--- config.mk ---
export PLATFORM = sky130hd
export DESIGN_NAME = pe_onehot
export DESIGN_NICKNAME = d
export VERILOG_FILES = /design/src/rtl/pe_onehot_pkg.sv /design/src/rtl/pe_onehot_prefix_or_msb.sv /design/src/rtl/pe_onehot.sv
export SDC_FILE = /design/constraint.sdc
export NUM_CORES = 1
export LEC_CHECK = 0
export CAP_MARGIN = 25
export CORE_MARGIN = 3
export CORE_UTILIZATION = 28
export CTS_BUF_LIST = sky130_fd_sc_hd__clkbuf_4 sky130_fd_sc_hd__clkbuf_8
export CTS_CLUSTER_DIAMETER = 120
export DETAILED_ROUTE_END_ITERATION = 8
export DONT_BUFFER_PORTS = 1
export PLACE_DENSITY = 0.53
export SLEW_MARGIN = 20
export SYNTH_ARGS = -nofsm -noshare
export SYNTH_HDL_FRONTEND = slang
export SYNTH_HIERARCHICAL = 1
export SYNTH_SLANG_ARGS = --single-unit
--- constraint.sdc ---
create_clock -name clk -period 0.8 [get_ports clk]
set_input_delay 0.04 -clock clk [delete_from_list [all_inputs] [get_ports clk]]
set_output_delay 0.04 -clock clk [all_outputs]
set_load 0.1 [all_outputs]
--- src/rtl/pe_onehot_pkg.sv ---
// pe_onehot_pkg: shared constants and helpers for the one-hot priority encoder.
//   PE_DEFAULT_WIDTH : default request vector width
//   idx_width(w)     : index width for a w-bit vector, $clog2(w) with a minimum of 1
//   onehot_to_idx(oh): OR-encoder from a one-hot vector (up to 64 bits) to a binary index
package pe_onehot_pkg;

    localparam int unsigned PE_DEFAULT_WIDTH = 8;

    function automatic int unsigned idx_width(input int unsigned w);
        return (w < 2) ? 1 : $clog2(w);
    endfunction

    // Each set bit ORs its own position into the result; for a one-hot input
    // this is the position of that bit, and an all-zero input yields 0.
    function automatic logic [5:0] onehot_to_idx(input logic [63:0] oh);
        logic [5:0] r;
        r = '0;
        for (int unsigned i = 0; i < 64; i++) begin
            if (oh[i]) r = r | i[5:0];
        end
        return r;
    endfunction

endpackage

--- src/rtl/pe_onehot_prefix_or_msb.sv ---
// prefix_or_msb: MSB-anchored prefix-OR, p[i] = |x[WIDTH-1:i], built as a
// Sklansky tree of depth ceil(log2 WIDTH).
//   x : input vector
//   p : prefix-OR from the MSB down to each bit
module prefix_or_msb
    import pe_onehot_pkg::*;
#(
    parameter int unsigned WIDTH = PE_DEFAULT_WIDTH
) (
    input  logic [WIDTH-1:0] x,
    output logic [WIDTH-1:0] p
);

    localparam int unsigned LEVELS = idx_width(WIDTH);

    // Work on the bit-reversed vector so the tree is a standard LSB-first
    // prefix: r[j] = x[WIDTH-1-j], q[j] = |r[j:0], p[i] = q[WIDTH-1-i].
    genvar l, j;
    for (l = 0; l <= LEVELS; l++) begin : g_lvl
        logic [WIDTH-1:0] lv;
        if (l == 0) begin : g_leaf
            for (j = 0; j < WIDTH; j++) begin : g_rev
                assign lv[j] = x[WIDTH-1-j];
            end
        end else begin : g_node
            for (j = 0; j < WIDTH; j++) begin : g_bit
                // Upper half of each 2^l block picks up the last bit of the lower half.
                if (((j >> (l - 1)) & 1) == 1) begin : g_comb
                    assign lv[j] = g_lvl[l-1].lv[j] | g_lvl[l-1].lv[((j >> (l - 1)) << (l - 1)) - 1];
                end else begin : g_pass
                    assign lv[j] = g_lvl[l-1].lv[j];
                end
            end
        end
    end

    for (j = 0; j < WIDTH; j++) begin : g_out
        assign p[j] = g_lvl[LEVELS].lv[WIDTH-1-j];
    end

endmodule

--- src/rtl/pe_onehot.sv ---
// pe_onehot: MSB-first priority encoder with one-hot result plus a registered,
// valid-qualified copy.
//   clk, rst_n  : clock, asynchronous active-low reset
//   a           : request vector, bit WIDTH-1 highest priority
//   in_valid    : qualifies a for the registered path
//   y, any      : combinational one-hot of highest set bit, OR-reduction of a
//   y_q, any_q  : registered y / any, captured when in_valid=1
//   out_valid   : registered in_valid
// Optional (macro PE_ONEHOT_IDX_EN):
//   idx, idx_q  : binary index of the set bit of y, and its registered copy
module pe_onehot
    import pe_onehot_pkg::*;
#(
    parameter int unsigned WIDTH = PE_DEFAULT_WIDTH
) (
    input  logic                        clk,
    input  logic                        rst_n,
    input  logic [WIDTH-1:0]            a,
    input  logic                        in_valid,
    output logic [WIDTH-1:0]            y,
    output logic                        any,
    output logic [WIDTH-1:0]            y_q,
    output logic                        any_q,
`ifdef PE_ONEHOT_IDX_EN
    output logic [idx_width(WIDTH)-1:0] idx,
    output logic [idx_width(WIDTH)-1:0] idx_q,
`endif
    output logic                        out_valid
);

    logic [WIDTH-1:0] p;

    prefix_or_msb #(.WIDTH(WIDTH)) u_prefix (
        .x (a),
        .p (p)
    );

    // A bit survives only if nothing above it is set.
    assign y[WIDTH-1]   = a[WIDTH-1];
    assign y[WIDTH-2:0] = a[WIDTH-2:0] & ~p[WIDTH-1:1];
    assign any          = p[0];

`ifdef PE_ONEHOT_IDX_EN
    localparam int unsigned IW = idx_width(WIDTH);
    assign idx = IW'(onehot_to_idx(64'(y)));
`endif

    always_ff @(posedge clk or negedge rst_n) begin
        if (!rst_n) begin
            y_q       <= '0;
            any_q     <= 1'b0;
            out_valid <= 1'b0;
`ifdef PE_ONEHOT_IDX_EN
            idx_q     <= '0;
`endif
        end else begin
            out_valid <= in_valid;
            if (in_valid) begin
                y_q   <= y;
                any_q <= any;
`ifdef PE_ONEHOT_IDX_EN
                idx_q <= idx;
`endif
            end
        end
    end

endmodule

==> out/qor.csv <==
metric,value,unit
yosysTopAreaCell,dfrtp_1,
synth_top_area_frac,0.477,
synth_edf_count,0,
finalClockSkew,0,ns
port-buffer-count,0,
cts-hold-fix-buffers,2,
synth_top_family_by_area,multiplexers,
critPathArrivalTime,0.93,ns
grt_max_degree,11,
chipWidth,49.3,µm
fin_crit_sh,1.21,
area_growth,95.5,%
leakage,0.446,nW
io_pins,30,
yosysSeqAreaShare,0.477,
tightest_slew,0.484,ns
fin_ws,-0.168,ns
hold_viol,10,
synth_nets,50,
avgSynthCellArea,13.4,µm²
cp-start-kind,flip-flop,
yosys.area_share.simple,0.208,
dr.pass1.iters,4,
die_y,49.3,µm
yosys.cell_types.count,14,
drive_gt1_frac,0.877,
path_buf_inv,1,
setup_viol,23,
start_util,0.300,
hold_path.class,in2reg,
path_clk_slew,0.06,ns
final_util,0.587,
layout_min_cycle_time,0.968,ns
clk_latency,0.26,ns
crit_fanout,2,
antenna_left,0,
violations,"negative hold slack, negative setup slack",
holdWs,-0.196,ns
core_region_area,0.00175,mm²
via_count,385,
synth_xor_area_frac,0,
hpwl,930,µm
wl,1270,µm
wire_per_inst,14.1,µm
async_reset_ff_frac,1.00,
root_buffer,clkbuf_4,
synth.mux.area_fraction,0.258,
max_stage_delay,0.49,ns
peakVddDrop,0.000879,V
crit_chain,buf_12,
netlist_area,524,µm²
ys.flop_type,dfrtp_1,
yosysMostFrequentCell,dfrtp_1,
drv_cap,0,
drtIter0Drc,4,
synth_fa_ha_area_frac,0,
grt.total_usage,0.114,
critPathKind,reg2out,
tns,-1.90,ns
synth_compound_area_frac,0,
end_kind,output pin,
antenna_found_initial,0,
cellPowerDensity,1370,mW/mm²
critPathSlowestCell,dfrtp_4,
status,"finished, violations left",
diodes,0,
grt_pass1_vias,435,
gp_congestion,0.670,
drcViolationCount,0,
required,0.76,ns
numCtsBuffers,3,
synthTopCellsByArea,"dfrtp_1, mux2_4, nor2b_1, nor4_4, buf_4",
synthCells,39,
die_area,0.00243,mm²
slew_headroom,0.676,
nets,77,
clockBufferDepth,2,
htreeDepth,1,
grt_pass1_wl,2040,µm
slew_violations,0,
fill_cells,142,
yosys_warnings,6,
overflow,0,
synth_common_cells,"dfrtp_1, mux2_4, nor2b_1",
cp_top_family,flip-flops,
viasPerCell,4.28,
synth-seq-cells,10,
rsz0062_at_grt,yes,
num_rows,15,
cts_tree,yes,
cts.sinks,10,
fmax,1.03,GHz
==> cells by family after synthesis <==
kind of cell  Yosys count
simple gates           16
flops                  10
mux                     9
buf+inv                 4
==> timing repair <==
action | CTS | global route
gates resized for setup | 34 | 10
buffers inserted | 3 | 1
setup endpoints to repair | 18 | 24
pin swaps | 3 | 3
hold endpoints to repair | 20 | 10
==> through the flow <==
stage / area, µm² / hold slack (ns) / worst slack [ns] / std cells / total power, W
after global routing: 1020 / -0.231 / -0.209 / 90 / 0.00149
after floorplan: 599 / -0.256 / -1.08 / 39 / 0.000875
final: 1020 / -0.196 / -0.168 / 90 / 0.00141
after CTS: 977 / -0.211 / -0.183 / 89 / 0.00142
after global placement: 759 / -0.255 / -0.208 / 80 / 0.000893
after detailed placement: 759 / -0.255 / -0.238 / 80 / 0.000894
==> final timing paths <==
| path | startpoint | cells after the start | end | slack, ns |
|---|---|---|---|---|
| worst max-delay path | y_q[6]$_DFFE_PN0P_ | 1 | y_q[6] | -0.17 |
| worst min-delay path | in_valid | 0 | out_valid$_DFF_PN0_ | -0.20 |
| worst max register to register | y_q[6]$_DFFE_PN0P_ | 1 | y_q[6]$_DFFE_PN0P_ | -0.08 |
| worst min register to register | y_q[5]$_DFFE_PN0P_ | 1 | y_q[5]$_DFFE_PN0P_ | 0.53 |
| max in group asynchronous | rst_n | 1 | y_q[6]$_DFFE_PN0P_ | 0.26 |
| min in group asynchronous | rst_n | 1 | any_q$_DFFE_PN0P_ | 0.18 |
==> layer usage <==
metal	vias up	track usage	wire length, µm	share of wire
li1	179	-	-	-
met1	185	0.130	468	0.37
met2	21	0.167	668	0.53
met3	0	0.0550	132	0.10
met4	0	0.0711	0	0
met5	-	0	0	0
==> flip-flops by register name (all words and copies together), names as in the netlist <==
name       flops
y_q            8
any_q          1
out_valid      1
==> where the power goes <==
| part | internal, W | switching, W | leakage, nW | total [W] |
|---|---|---|---|---|
| combinational | 0.000162 | 0.000249 | 0.311 | 0.000410 |
| sequential | 0.000533 | 0.0000203 | 0.115 | 0.000553 |
| clock | 0.000276 | 0.000166 | 0.0210 | 0.000442 |
| total | 0.000971 | 0.000435 | 0.446 | 0.00141 |
==> cells in the final DEF, fill, tap and decap left out <==
| cell type | synthesis | layout |
|---|---|---|
| nand2_1 | 2 | 2 |
| dfrtp_2 | 0 | 7 |
| clkbuf_4 | 0 | 3 |
| nor3_2 | 0 | 1 |
| clkbuf_8 | 0 | 1 |
| mux2_4 | 9 | 9 |
| buf_12 | 0 | 14 |
| dfrtp_1 | 10 | 1 |
| nor2_1 | 1 | 1 |
| dfrtp_4 | 0 | 2 |
| nand3b_1 | 1 | 1 |
| nand2b_1 | 1 | 1 |
| dlygate4sd3_1 | 0 | 2 |
| buf_4 | 2 | 7 |
| or3_4 | 0 | 1 |
| or2_4 | 0 | 1 |
| inv_2 | 0 | 1 |
| nor2b_4 | 0 | 7 |
| buf_6 | 1 | 1 |
| nor4_4 | 1 | 1 |
| buf_8 | 0 | 1 |
==> cell type report <==
cell class	instances	area, µm²	share of cell area
timing repair buffer	25	379	0.370
multi-input combinational	25	308	0.300
sequential	10	267	0.260
clock buffer	4	36.3	0.0354
tap	25	31.3	0.0305
inverter	1	3.75	0.00366
Power figures use the tool's default switching activity.
